--- src/rtl/phase_sequencer_pkg.sv ---
// Shared phase-state encoding for the multi-cycle core sequencer and anything that decodes its state.
package phase_sequencer_pkg;

  typedef enum logic [2:0] {
    STATE_IDLE      = 3'd0,
    STATE_FETCH     = 3'd1,
    STATE_DECODE    = 3'd2,
    STATE_EXECUTE   = 3'd3,
    STATE_MEMORY    = 3'd4,
    STATE_WRITEBACK = 3'd5
  } state_e;

  // Successor of a mid-instruction phase; WRITEBACK's exit depends on run/halt and is handled by the caller.
  function automatic state_e next_phase(input state_e s);
    state_e n;
    n = STATE_IDLE;
    case (s)
      STATE_FETCH:   n = STATE_DECODE;
      STATE_DECODE:  n = STATE_EXECUTE;
      STATE_EXECUTE: n = STATE_MEMORY;
      STATE_MEMORY:  n = STATE_WRITEBACK;
      default:       n = STATE_IDLE;
    endcase
    return n;
  endfunction

endpackage

--- src/rtl/phase_sequencer_stall_watchdog.sv ---
// Counts consecutive stalled cycles of the active phase; pulses abort on the WDT_LIMIT-th one
// and keeps a sticky timeout flag until cleared (a same-cycle set beats the clear).
module stall_watchdog #(
  parameter int unsigned WDT_LIMIT = 1024
) (
  input  logic clk_i,
  input  logic rst_i,
  input  logic active_i,
  input  logic stall_i,
  input  logic wdt_clr_i,
  output logic abort_o,
  output logic timeout_o
);

  localparam int unsigned RW = (WDT_LIMIT > 1) ? $clog2(WDT_LIMIT) : 1;
  localparam logic [RW-1:0] LAST = RW'((WDT_LIMIT == 0) ? 0 : WDT_LIMIT - 1);
  localparam bit ENABLED = (WDT_LIMIT != 0);

  logic [RW-1:0] stall_run_q, stall_run_d;
  logic          timeout_q, timeout_d;

  assign abort_o   = ENABLED && active_i && stall_i && (stall_run_q == LAST);
  assign timeout_o = timeout_q;

  always_comb begin
    stall_run_d = '0;
    if (ENABLED && active_i && stall_i && !abort_o) begin
      stall_run_d = stall_run_q + RW'(1);
    end
    timeout_d = abort_o | (timeout_q & ~wdt_clr_i);
  end

  always_ff @(posedge clk_i) begin
    if (rst_i) begin
      stall_run_q <= '0;
      timeout_q   <= 1'b0;
    end else begin
      stall_run_q <= stall_run_d;
      timeout_q   <= timeout_d;
    end
  end

endmodule

--- src/rtl/phase_sequencer.sv ---
// Sequences fetch/decode/execute/memory/writeback one-hot enables, holding a phase while its stage stalls;
// counts active cycles and retired instructions and returns to IDLE on halt/run-drop or watchdog abort.
module phase_sequencer
  import phase_sequencer_pkg::*;
#(
  parameter int unsigned CNT_WIDTH = 64,
  parameter int unsigned WDT_LIMIT = 1024
) (
  input  logic                 clk_i,
  input  logic                 rst_i,
  input  logic                 run_req_i,
  input  logic                 halt_req_i,
  input  logic                 stall_fetch_i,
  input  logic                 stall_decode_i,
  input  logic                 stall_execute_i,
  input  logic                 stall_memoryaccess_i,
  input  logic                 stall_writeback_i,
  input  logic                 wdt_clr_i,
  output logic                 phase_fetch_o,
  output logic                 phase_decode_o,
  output logic                 phase_execute_o,
  output logic                 phase_memoryaccess_o,
  output logic                 phase_writeback_o,
  output logic                 running_o,
  output logic                 wdt_timeout_o,
  output logic [CNT_WIDTH-1:0] cycle_cnt_o,
  output logic [CNT_WIDTH-1:0] instret_cnt_o
);

  state_e               state_q, state_d;
  logic [CNT_WIDTH-1:0] cycle_cnt_q, cycle_cnt_d;
  logic [CNT_WIDTH-1:0] instret_cnt_q, instret_cnt_d;
  logic                 stage_stall;
  logic                 active;
  logic                 abort;

  assign active = (state_q != STATE_IDLE);

  // Only the stall of the stage owning the current phase matters.
  always_comb begin
    stage_stall = 1'b0;
    case (state_q)
      STATE_FETCH:     stage_stall = stall_fetch_i;
      STATE_DECODE:    stage_stall = stall_decode_i;
      STATE_EXECUTE:   stage_stall = stall_execute_i;
      STATE_MEMORY:    stage_stall = stall_memoryaccess_i;
      STATE_WRITEBACK: stage_stall = stall_writeback_i;
      default:         stage_stall = 1'b0;
    endcase
  end

  stall_watchdog #(
    .WDT_LIMIT (WDT_LIMIT)
  ) u_stall_watchdog (
    .clk_i     (clk_i),
    .rst_i     (rst_i),
    .active_i  (active),
    .stall_i   (stage_stall),
    .wdt_clr_i (wdt_clr_i),
    .abort_o   (abort),
    .timeout_o (wdt_timeout_o)
  );

  always_comb begin
    state_d       = state_q;
    instret_cnt_d = instret_cnt_q;
    cycle_cnt_d   = cycle_cnt_q;
    if (active) begin
      cycle_cnt_d = cycle_cnt_q + CNT_WIDTH'(1);
    end
    case (state_q)
      STATE_IDLE: begin
        if (run_req_i && !halt_req_i && !wdt_timeout_o) begin
          state_d = STATE_FETCH;
        end
      end
      STATE_WRITEBACK: begin
        if (!stage_stall) begin
          instret_cnt_d = instret_cnt_q + CNT_WIDTH'(1);
          state_d       = (halt_req_i || !run_req_i) ? STATE_IDLE : STATE_FETCH;
        end
      end
      default: begin
        if (!stage_stall) begin
          state_d = next_phase(state_q);
        end
      end
    endcase
    // A hung stage abandons the instruction; abort only fires while stalled, so no retire is lost.
    if (abort) begin
      state_d = STATE_IDLE;
    end
  end

  always_ff @(posedge clk_i) begin
    if (rst_i) begin
      state_q       <= STATE_IDLE;
      cycle_cnt_q   <= '0;
      instret_cnt_q <= '0;
    end else begin
      state_q       <= state_d;
      cycle_cnt_q   <= cycle_cnt_d;
      instret_cnt_q <= instret_cnt_d;
    end
  end

  assign phase_fetch_o        = (state_q == STATE_FETCH);
  assign phase_decode_o       = (state_q == STATE_DECODE);
  assign phase_execute_o      = (state_q == STATE_EXECUTE);
  assign phase_memoryaccess_o = (state_q == STATE_MEMORY);
  assign phase_writeback_o    = (state_q == STATE_WRITEBACK);
  assign running_o            = active;
  assign cycle_cnt_o          = cycle_cnt_q;
  assign instret_cnt_o        = instret_cnt_q;

endmodule

--- config.mk ---
export PLATFORM = sky130hd
export DESIGN_NAME = phase_sequencer
export DESIGN_NICKNAME = d
export VERILOG_FILES = /design/src/rtl/phase_sequencer_pkg.sv /design/src/rtl/phase_sequencer_stall_watchdog.sv /design/src/rtl/phase_sequencer.sv
export SDC_FILE = /design/constraint.sdc
export NUM_CORES = 1
export LEC_CHECK = 0
export ABC_AREA = 1
export CORE_AREA = 5 5 115 161
export CTS_CLUSTER_DIAMETER = 30
export DETAILED_ROUTE_END_ITERATION = 7
export DIE_AREA = 0 0 120 166
export PLACE_DENSITY = 0.75
export SETUP_SLACK_MARGIN = 0.05
export SYNTH_ARGS = -nofsm -noshare
export SYNTH_HDL_FRONTEND = slang
export SYNTH_HIERARCHICAL = 1
export SYNTH_SLANG_ARGS = --single-unit
--- constraint.sdc ---
create_clock -name clk_i -period 3.4 [get_ports clk_i]
set_input_delay 0.68 -clock clk_i [delete_from_list [all_inputs] [get_ports clk_i]]
set_output_delay 0.68 -clock clk_i [all_outputs]
set_load 0.03 [all_outputs]
Word level (Yosys, flattened, before mapping). Cells that the tools add are included.

Register bits: 142. Bits of input ports: 10.

Add/sub/neg operators: 3. Eq/ne operators: 9. Muxes and demuxes: 7. Bitwise logic cells: 5. Reduce and logical (&&, ||, !) cells: 16.

Operators by type and width (count): 64-bit by 1-bit adder with 64-bit output, second input constant (2); 3-bit one-hot mux with 4 select lines (1); 10-bit by 1-bit adder with 10-bit output, second input constant (1); 10-bit equality test, second input constant (1); 3-bit 2-to-1 mux (3); 3-bit by 2-bit equality test with 1-bit output, second input constant (2); 3-bit equality test, second input constant (2); 2-bit != test, second input constant (3); 3-bit one-hot mux with 2 select lines (1); 1-bit logical AND (5); 1-bit one-hot mux with 5 select lines (1); 1-bit zero test (4); 2-bit OR reduction (2); 3-bit by 1-bit equality test with 1-bit output, second input constant (1); 3-bit zero test (1); 1-bit NOT (3); 3-bit AND reduction (1); 3-bit nonzero test (1); 2-bit AND reduction (1); 1-bit AND (1); 1-bit logical OR (1); 1-bit 2-to-1 mux (1); 1-bit OR (1).

Logic depth before layout (Yosys ltp). Gate-level depths: netlist (run 1).

Depth in word-level cells: 8. Mapped depth: 13.

Cells and area by module. The synthesis (run 1) kept the hierarchy.

Modules (own cells, without submodules): phase_sequencer (times used 1, cells an instance 1267, area each 7756.2 um^2); stall_watchdog (times used 1, cells an instance 66, area each 510.5 um^2).

Worst setup path after synthesis (run 1). OpenSTA, ideal clock, no wires.

Path type: reg-to-reg. From: register state_q[0]. To: register state_q[0]. Setup time: 0.086 ns. Arrival time: 1.848 ns. Path slack: 1.467 ns. Cell stages (with the launch flop): 11. Buffers on the path: 2. Cell sequence: dfxtp_1 -> buf_4 -> nor2_1 -> nand2_1 -> clkbuf_1 -> nand2_1 -> inv_1 -> nand4_1 -> inv_1 -> or2_2 -> a211oi_1.

RTL lines: from (decl) (RTL line phase_sequencer.sv:30) `state_e state_q, state_d;`; from (signal assigned) (RTL line phase_sequencer.sv:101) `state_q <= state_d;`; 3-bit nonzero test (RTL line phase_sequencer.sv:37) `assign active = (state_q != STATE_IDLE);`; named net running_o (RTL line phase_sequencer.sv:24) `output logic running_o,`; 1-bit logical AND (2 in series) (RTL line phase_sequencer_stall_watchdog.sv:22) `assign abort_o = ENABLED && active_i && stall_i && (stall_run_q == LAST);`; named net abort (RTL line phase_sequencer.sv:35) `logic abort;`; 2-bit OR reduction (no line).

The timed path passes the listed nets, and every way through them passes these cells. The select of a mux whose other input is x is not followed. A chain may end at the register's enable or synchronous reset.

Final worst setup path (run 1).
From: register state_q[2]. To: output port phase_writeback_o.

Word-level cells in the longest chain between the ends: 1.

Ends and longest elaborated chain: 3-bit equality test (RTL line phase_sequencer.sv:111) `assign phase_writeback_o = (state_q == STATE_WRITEBACK);`; to (decl) (RTL line phase_sequencer.sv:23) `output logic phase_writeback_o,`.

No other way between the ends.

==> results of run 1 <==
-- flip-flops by register name, indices dropped and copies added, names as in the netlist --
register / flops
u_stall_watchdog/timeout_o: 1
instret_cnt_o: 64
cycle_cnt_o: 64
state_q: 3
u_stall_watchdog/stall_run_q: 10
-- worst max-delay path, stage by stage, from the launching register on --
cell and delay, ns:
dfxtp_1 0.57, nand3_1 0.22, inv_1 0.12, clkdlybuf4s50_1 0.68
-- metrics by stage --
| stage | util | cell area (sq um) |
|---|---|---|
| after floorplan | - | 8267 |
| after global placement | 0.5792 | 9873 |
| after detailed placement | 0.5792 | 9873 |
| after CTS | 0.6138 | 10460 |
| after global routing | 0.6138 | 10460 |
| final | 0.6138 | 10460 |
-- power by group --
group	total [mW]	internal [mW]	leakage [nW]	switching [mW]
registers	1.73	1.69	1.14	0.0393
clock network	1.88	1.09	0.274	0.787
logic	0.462	0.133	2.26	0.330
-- cell usage after synthesis, drive strengths merged --
master and number:
o21bai 3, o21a 4, o21ai 24, a22oi 1, dfxtp 142, nor2b 1
buf 15, nor3b 7, ha 3, xor2 14, a31oi 3, and2 1
nand3 114, nand2 357, nand4 37, nor4 6, nand3b 3, clkbuf 12
a21oi 60, nor2 296, nor3 48, inv 158, xnor2 20, a211oi 2
or2 2
-- placed cells by master (no fill, tap or decap), types with 5 or more instances in the layout --
cell type	instances
nand4_1	37
nor4_1	6
clkdlybuf4s50_1	143
nand3_1	108
xnor2_1	20
nor2_1	266
nor2_4	8
nor3_2	5
nand2_1	352
nand3_2	6
o21ai_0	23
nor2_2	21
xor2_1	14
a21oi_1	60
inv_1	155
nor3b_1	7
dfxtp_1	142
clkbuf_16	17
nor3_1	42
-- cells by family (layout without fill, tap and decap cells) --
family                   Yosys count  after routing
AO/OA/AOI/OAI                     97             97
buffers and inverters            185            339
AND/OR/NAND/NOR                  872            872
flip-flops                       142            142
XOR/XNOR                          34             34
adder cells (fa/ha/maj)            3              3
-- worst paths after layout --
check	to	slack, ns
max reg2reg	cycle_cnt_o[41]$_SDFFE_PP0P_	1.29
min reg2reg	u_stall_watchdog/stall_run_q[0]$_SDFF_PP0_	0.46
min	u_stall_watchdog/stall_run_q[0]$_SDFF_PP0_	0.46
max	phase_writeback_o	0.70
-- routing by layer --
layer	part of all wire	up-vias	global-route usage	wire [microns]
met5	0	-	0	0
met1	0.39	4027	0.2686	9603
li1	-	4519	-	-
met2	0.52	271	0.4613	12970
met3	0.050	75	0.05247	1250
met4	0.042	0	0.1301	1055
-- final cells by class --
type                       instances  area (sq um)
fill                            1626          6583
multi-input combinational       1006          4693
sequential                       142          2843
timing repair buffer             149          1486
inverter                         158         593.1
clock buffer                      18         429.2
tap                              206         257.7
clock inverter                    14         160.2
==> metrics.txt, run 1 <==
clk slew on worst S/H paths 0.06 ns; Final Hold Fails 0; Net Count, Synth 1346; gr ovfl total 0; Max transition margin 0.6258; post-synthesis sequential area ratio 0.3439; final setup margin 0.7004 ns; HP Start u_stall_watchdog/stall_run_q[0]$_SDFF_PP0_; clock buffer depth 2; CP Max Fanout 10; Max-Cap Viols 0; pre-CTS setup slack 0.9566 ns; final setup vio count 0; cts bufs inserted 17; core area 0.01705 sq mm; TritonCTS clock tree done; post-synthesis xor/xnor area fraction 0.03602; Vias 8892; layout net count 1487; Setup TNS 0 ns; Routed WL 24880 microns; mapped cell area 0.008267 sq mm; worst reg2reg path depth 10; post-synth top area share 0.3439; Tot Pwr 4.068 mW; Min Clock Period, post-route 2.700 ns; post-route clock period utilization 0.7940; CP Class flop to output port; Pwr per Cell Area 388.8 mW/mm^2; H-tree depth 4; Synth Area in Simple Gates 0.4642; Max Clk Rate 370.4 MHz; status finished, final reports clean; Cell Count, Final, Fillers Out 1693; Mapped Cells 1333; Post-route DRC 0; die height 166 microns; count of cell types in the netlist 37; drt first pass iters 7; RD Place Congestion 0.9536; Synth warnings 6; Hold-fix buffers, CTS 0; initial antenna violation count 0; Std-Cell Rows 57; area share of fa/ha/maj cells after synthesis 0.004541; Worst-Skew Late Latency 0.43 ns; Synth Area in Compound Gates 0.06221; pin count of the biggest net entering global routing 59; flops & latches, synth 142; cts repair resizes 0; PortBufs 144; post-synthesis mux area share 0; hold_ws 0.4599 ns; Root Driver clkbuf_16; first-pass GRT wire length 40880 microns; Hold Crit Depth 1; worst flop-to-flop path startpoint state_q[2]$_SDFFE_PP0P_; Hold Path Class flop to flop; crit path from state_q[2]$_SDFFE_PP0P_; syn_area_per_cell 6.202 sq um; Yosys top cell by area dfxtp_1; vias in the first global route 8494; Die X-Extent 120 microns; RSZ-0062 raised after global routing no; ANT cells 0; Area contributors post-synth dfxtp_1, nand2_1, nor2_1, inv_1, nand3_1; Slew Viols, Final 0; Placed Cells incl. Taps 1661; Setup Fix Bufs, Post-CTS 0; skew final 0.009729 ns; initial core utilization 0.4850; clock tree sinks 142; Detail Route Antenna Nets 0; leakage dissipation 3.676 nW; main combinational cell family by area after synthesis simple AND/OR/NAND/NOR gates; kind of end point of the critical path output port; DR WL/cell 14.70 microns; crit start category flop; initial DRC count 624; dpl hpwl 18970 microns; Ports 145; Critical Path AT 2.02 ns; Req. time, crit path 2.72 ns; layout cell share with drive strength beyond 1 0.05985; Die ar. 0.01992 sq mm; vias per cell 5.252; maximum vdd ir drop 0.0004328 V; worst-margin pin slew 0.5570 ns; gr usage total 0.2522; Layout area overhead 26.56%
(Power assumes the default switching activity.)
==> inputs of run 2 (changes only) <==
CORE_AREA = 5 5 116 162   (was 5 5 115 161)
DIE_AREA = 0 0 121 167   (was 0 0 120 166)
PLACE_DENSITY = 0.77   (was 0.75)
clock period = 2.4 ns   (was 3.4 ns; I/O delays follow)
==> run 2 against run 1 <==
Sequential power grew 41%. Cell count grew 2.0%. First-iteration DRC count shrank 5.3%. Worst hold slack lost 0.0040 ns. Largest power group unchanged. Die area grew 1.4%. Highest routed layer unchanged. Total power grew 42%. Non-clock buffer count grew 4. Sequential share of layout area shrank 0.24 points. Clock-buffer cell count is the same. Final area grew 0.95%.
==> metrics.txt, run 2 (synthesis results as in run 1) <==
status finished, final reports clean; Pwr per Cell Area 546.0 mW/mm^2 (+40%); core area 0.01719 sq mm (+0.84%); Worst R2R End instret_cnt_o[51]$_SDFFE_PP0P_; post-route clock period utilization 0.8926; Max Clk Rate 466.8 MHz; crit-path max cell delay 0.76 ns (+0.08 ns); Routed WL 24960 microns (+0.29%); Vias 8972 (+0.90%); Crit path max-delay family buffers and inverters; Worst-Skew Late Latency 0.42 ns (about the same); Critical Path AT 1.66 ns (-0.36 ns); met2 routed WL 13120 microns (+1.1%); clk slew on worst S/H paths 0.06 ns (about the same); gr ovfl total 0 (unchanged); skew final 0.008622 ns (-0.001107 ns); CP Cell Sequence clkdlybuf4s50_1; metal3 WL 1284 microns (+2.7%); initial antenna violation count 0 (unchanged); vias per cell 5.195 (-1.1%); Die X-Extent 121 microns (+0.83%); die height 167 microns (+0.60%); layout net count 1491 (+0.27%); final setup margin 0.2579 ns (-0.4425 ns); most frequent cells in the layout nand2_1, nor2_1, inv_1, dfxtp_1, clkdlybuf4s50_1; Max-Cap Viols 0 (unchanged); gr usage total 0.2505 (-0.001614); final setup vio count 0 (unchanged); Hold Crit Depth 1 (unchanged); Detail Route Antenna Nets 0 (unchanged); Layout area overhead 27.76%; Ports 145 (unchanged); CP Max Fanout 8 (-2); RD Place Congestion 0.9501 (-0.37%); H-tree depth 4 (unchanged); cts bufs inserted 17 (unchanged); crit start category flop; pin count of the biggest net entering global routing 53 (-10%); CP max stage cell clkdlybuf4s50_1; worst-margin pin slew 0.5957 ns (+0.03869 ns); Final Hold Fails 0 (unchanged); highest routing layer actually used met4; clock tree sinks 142 (unchanged); initial core utilization 0.4810 (-0.004025); Cell Count, Final, Fillers Out 1727 (+2.0%); pre-CTS setup slack 0.1929 ns (-0.7636 ns); Std-Cell Rows 57 (unchanged); Max transition margin 0.5998 (-0.02599); TritonCTS clock tree done; Min Clock Period, post-route 2.142 ns; Hold Path Class flop to flop; initial DRC count 591 (-5.3%); Root Driver clkbuf_16; Post-route DRC 0 (unchanged); Placed Cells incl. Taps 1695 (+2.0%); WHS Endpoint u_stall_watchdog/stall_run_q[0]$_SDFF_PP0_; Die ar. 0.02021 sq mm (+1.4%); vias in the first global route 8610 (+1.4%); Layout Utilization 0.6145 (+0.0006570); RSZ-0062 raised after global routing no; Met1 Routed Length 9596 microns (about the same); maximum vdd ir drop 0.0004656 V (+7.6%); kind of end point of the critical path output port; drt first pass iters 5 (-2); r2r setup slk 0.36 ns (-0.93 ns); hold_ws 0.4559 ns (-0.003981 ns); clock buffer depth 2 (unchanged); ANT cells 0 (unchanged); Hold-fix buffers, CTS 0 (unchanged); DR WL/cell 14.45 microns (-1.7%); leakage dissipation 3.760 nW (+2.3%); dpl hpwl 18900 microns (-0.38%); HP Start u_stall_watchdog/stall_run_q[0]$_SDFF_PP0_; first-pass GRT wire length 40940 microns (+0.13%); Setup TNS 0 ns (unchanged); CP Class flop to output port; worst reg2reg path depth 9 (-1); most common cell after layout, fill and taps aside nand2_1; Req. time, crit path 1.92 ns (-0.80 ns); layout cell share with drive strength beyond 1 0.06439 (+0.004534); PortBufs 144 (unchanged); Slew Viols, Final 0 (unchanged); worst flop-to-flop path startpoint instret_cnt_o[2]$_SDFFE_PP0P_; crit path buf inv count 1 (-1)
[run 2: worst max path at each step]
stage | startpoint | end | slack [ns] | cells after the start
3_5_place_dp | stall_writeback_i | state_q[0]$_SDFFE_PP0P_ | 0.19 | 11
3_3_place_gp | stall_fetch_i | state_q[0]$_SDFFE_PP0P_ | 0.23 | 11
4_1_cts | state_q[2]$_SDFFE_PP0P_ | phase_writeback_o | 0.05 | 3
6_report | cycle_cnt_o[9]$_SDFFE_PP0P_ | cycle_cnt_o[9] | 0.26 | 1
2_1_floorplan | state_q[0]$_SDFFE_PP0P_ | state_q[0]$_SDFFE_PP0P_ | 0.47 | 10
5_1_grt | cycle_cnt_o[1]$_SDFFE_PP0P_ | cycle_cnt_o[42]$_SDFFE_PP0P_ | 0.17 | 10
[run 2: area by class of cell]
type,count,area [sq um]
Fill cell,1632,6626
Multi-Input combinational cell,1006,4693
Sequential cell,142,2844
Timing Repair Buffer,153,1553
Inverter,158,593.1
Clock buffer,18,439.2
Tap cell,236,295.3
Clock inverter,14,143.9
[run 2: worst register-to-register path, delay by kind of cell, from the launching register on]
kind | cells | cell delay (ns)
flops | 1 | 0.44
compound gates | 1 | 0.18
simple gates | 8 | 1.32
[run 2: timing repair]
item	CTS	global route
endpoints found under the hold margin	0	0
gates resized for setup	4	2
buffers inserted	0	0
setup endpoints to repair	4	2
pin swaps	0	0
[run 2: report_power, final]
group / switching, mW / total (mW) / internal (mW) / leakage, nW
registers: 0.0449 / 2.44 / 2.39 / 1.14
clock network: 1.05 / 2.60 / 1.55 / 0.274
logic: 0.496 / 0.728 / 0.231 / 2.34
[run 2: metal layers]
metal / vias up / track usage
met2: 316 / 0.4642
met1: 4055 / 0.2694
li1: 4537 / -
met3: 64 / 0.04783
met5: - / 0
met4: 0 / 0.1154
[run 2: stage by stage]
step | instance area, sq um | total power [mW]
after global routing | 10560 | 6.000
after global placement | 9976 | 3.216
after detailed placement | 9976 | 3.228
final | 10560 | 5.767
after floorplan | 8267 | 2.911
after CTS | 10560 | 5.817
==> inputs of run 3 (changes only) <==
--- a/config.mk
+++ b/config.mk
@@ -8,7 +8,7 @@
 export ABC_AREA = 1
-export CORE_AREA = 5 5 116 162
+export CORE_AREA = 5 5 147 205
 export CTS_CLUSTER_DIAMETER = 30
 export DETAILED_ROUTE_END_ITERATION = 7
-export DIE_AREA = 0 0 121 167
-export PLACE_DENSITY = 0.77
+export DIE_AREA = 0 0 152 210
+export HOLD_SLACK_MARGIN = 0.06
 export SETUP_SLACK_MARGIN = 0.05
--- a/constraint.sdc
+++ b/constraint.sdc
@@ -3,2 +3,2 @@
 set_output_delay 0.48 -clock clk_i [all_outputs]
-set_load 0.03 [all_outputs]
+set_load 0.02 [all_outputs]
==> run 3 against run 2 <==
Fmax fell by 3.6%. Clock skew is 0.0038 ns higher. Routed wire length grew 14%. Sequential power about the same. Clock-buffer cell count fell by 1.
==> metrics.txt, run 3 (synthesis results as in run 1) <==
Int Power 4.391 mW (+5.2%); Req. time, crit path 1.92 ns (about the same); RSZ-0062 raised after global routing no; vias in the first global route 8803 (+2.2%); CP Class flop to output port; Ports 145 (unchanged); Placed Cells incl. Taps 1841 (+8.6%); crit start category flop; Hold-fix buffers, CTS 0 (unchanged); Std-Cell Rows 73 (+28%); Slew Viols, Final 0 (unchanged); gr usage total 0.1769 (-0.07363); leakage dissipation 3.820 nW (+1.6%); Vias 8981 (+0.10%); Routed WL 28370 microns (+14%); Hold Path Class flop to flop; Switching Fraction 0.2756 (-0.0004315); met2 routed WL 14800 microns (+13%); layout net count 1498 (+0.47%); gr ovfl total 0 (unchanged); most common cell after layout, fill and taps aside nand2_1; Worst-Skew Late Latency 0.43 ns (about the same); final setup vio count 0 (unchanged); kind of end point of the critical path output port; first-pass GRT wire length 45620 microns (+11%); Layout area overhead 31.48%; metal3 WL 1659 microns (+29%); initial DRC count 433 (-27%); PortBufs 144 (unchanged); Met1 Routed Length 10860 microns (+13%); combinational share of power 0.121 (-0.005); Cell Count, Final, Fillers Out 1873 (+8.5%); highest routing layer actually used met4; DR WL/cell 15.14 microns (+4.8%); layout cell share with drive strength beyond 1 0.06943 (+0.005040); register share of total power 0.402 (-0.020); Final Hold Fails 0 (unchanged); Fill cells 3096 (+90%); Post-route DRC 0 (unchanged); drt first pass iters 5 (unchanged); Max transition margin 0.5993 (about the same); die height 210 microns (+26%); ANT cells 0 (unchanged); NetSw 1.671 mW (+5.0%); Placed Instance Area 0.01023 sq mm (+2.6%); CP max stage cell clkdlybuf4s50_1; H-tree depth 4 (unchanged); CP Cell Sequence nand2_1 -> nor2_2 -> clkdlybuf4s50_1; Root Driver clkbuf_16; status finished, final reports clean; Die ar. 0.03192 sq mm (+58%); Min Clock Period, post-route 2.223 ns (+0.08053 ns); CP Max Fanout 6 (-2); pin count of the biggest net entering global routing 65 (+23%); Max Clk Rate 449.9 MHz (-3.6%); clock tree sinks 142 (unchanged); RD Place Congestion 0.9252 (-2.6%); crit-path max cell delay 0.63 ns (-0.13 ns); most frequent cells in the layout nand2_1, nor2_1, inv_1, dfxtp_1, clkdlybuf4s50_1; Clock power frac 0.477 (+0.026); post-route clock period utilization 0.9261 (+0.03356); TritonCTS clock tree done; Pwr per Cell Area 557.7 mW/mm^2 (+2.1%); cts bufs inserted 17 (unchanged); Critical Path AT 1.74 ns (+0.08 ns); clock buffer depth 2 (unchanged); vias per cell 4.795 (-7.7%); core area 0.02813 sq mm (+64%); dpl hpwl 21970 microns (+16%); Detail Route Antenna Nets 0 (unchanged); initial antenna violation count 0 (unchanged); Layout Utilization 0.3864 (-0.2281); finished layout cell area 0.01087 sq mm (+2.9%); initial core utilization 0.2939 (-0.1871); Max-Cap Viols 0 (unchanged); Setup TNS 0 ns (unchanged); worst-margin pin slew 0.5964 ns (+0.0007687 ns); hold_ws 0.4709 ns (+0.01498 ns); maximum vdd ir drop 0.0004617 V (-0.86%); clk slew on worst S/H paths 0.06 ns (about the same); skew final 0.01242 ns (+0.003796 ns); Die X-Extent 152 microns (+26%)
## run 3: cell count changes in the layout (fill, tap and decap cells not counted), moves of 2 or more
cell        previous run  this run
inv_6                  1         4
bufinv_16              2         4
buf_4                  6        10
buf_12                 4         6
clkinv_2               4         2
clkinvlp_4             5         2
## run 3: final cells by class
| type | instances | area, sq um | share of cell area |
|---|---|---|---|
| multi-input cells | 1006 | 4698 | 0.4323 |
| flip-flops and latches | 142 | 2848 | 0.2620 |
| repair buffers | 160 | 1629 | 0.1499 |
| inverters | 158 | 593.1 | 0.05456 |
| well taps | 375 | 469.2 | 0.04317 |
| clock buffers | 17 | 425.4 | 0.03914 |
| clock inverters | 15 | 206.4 | 0.01899 |
## run 3: final timing paths
path / startpoint / slack, ns / depth (start not counted) / end
setup / recovery: state_q[1]$_SDFFE_PP0P_ / 0.18 / 3 / phase_execute_o
hold / removal: u_stall_watchdog/stall_run_q[0]$_SDFF_PP0_ / 0.47 / 1 / u_stall_watchdog/stall_run_q[0]$_SDFF_PP0_
setup reg to reg: cycle_cnt_o[36]$_SDFFE_PP0P_ / 0.29 / 10 / cycle_cnt_o[61]$_SDFFE_PP0P_
hold reg to reg: u_stall_watchdog/stall_run_q[0]$_SDFF_PP0_ / 0.47 / 1 / u_stall_watchdog/stall_run_q[0]$_SDFF_PP0_
## run 3: worst max-delay path: cells and delay by family (launching register included)
family / cells / cell delay [ns]
flip-flops: 1 / 0.44
AND/OR/NAND/NOR: 2 / 0.25
buffers and inverters: 1 / 0.63
## run 3: repair_timing
action | 4_1_cts | 5_1_grt
buffers inserted | 0 | 0
gates cloned | 0 | 0
gates resized for setup | 5 | 3
endpoints found under the setup margin | 5 | 2
## run 3: power by group through the flow
| stage | combinational (mW) | sequential (mW) | clock [mW] |
|---|---|---|---|
| floorplan | 0.390 | 2.49 | 0 |
| global placement | 0.763 | 2.49 | 0 |
| detailed placement | 0.762 | 2.49 | 0 |
| CTS | 0.747 | 2.43 | 2.95 |
| global route | 0.805 | 2.44 | 3.06 |
| finish | 0.735 | 2.44 | 2.89 |
## run 3: routing by layer
metal / up-vias / global-route usage
li1: 4544 / -
met1: 4115 / 0.1878
met2: 263 / 0.3313
met3: 59 / 0.04251
met4: 0 / 0.07816
met5: - / 0
## run 3: metrics by stage
stage	total power [mW]	setup slack, ns
after global routing	6.312	0.05324
after detailed placement	3.250	0.1500
final	6.062	0.1773
after global placement	3.249	0.1835
after floorplan	2.877	0.5309
after CTS	6.133	0.08940
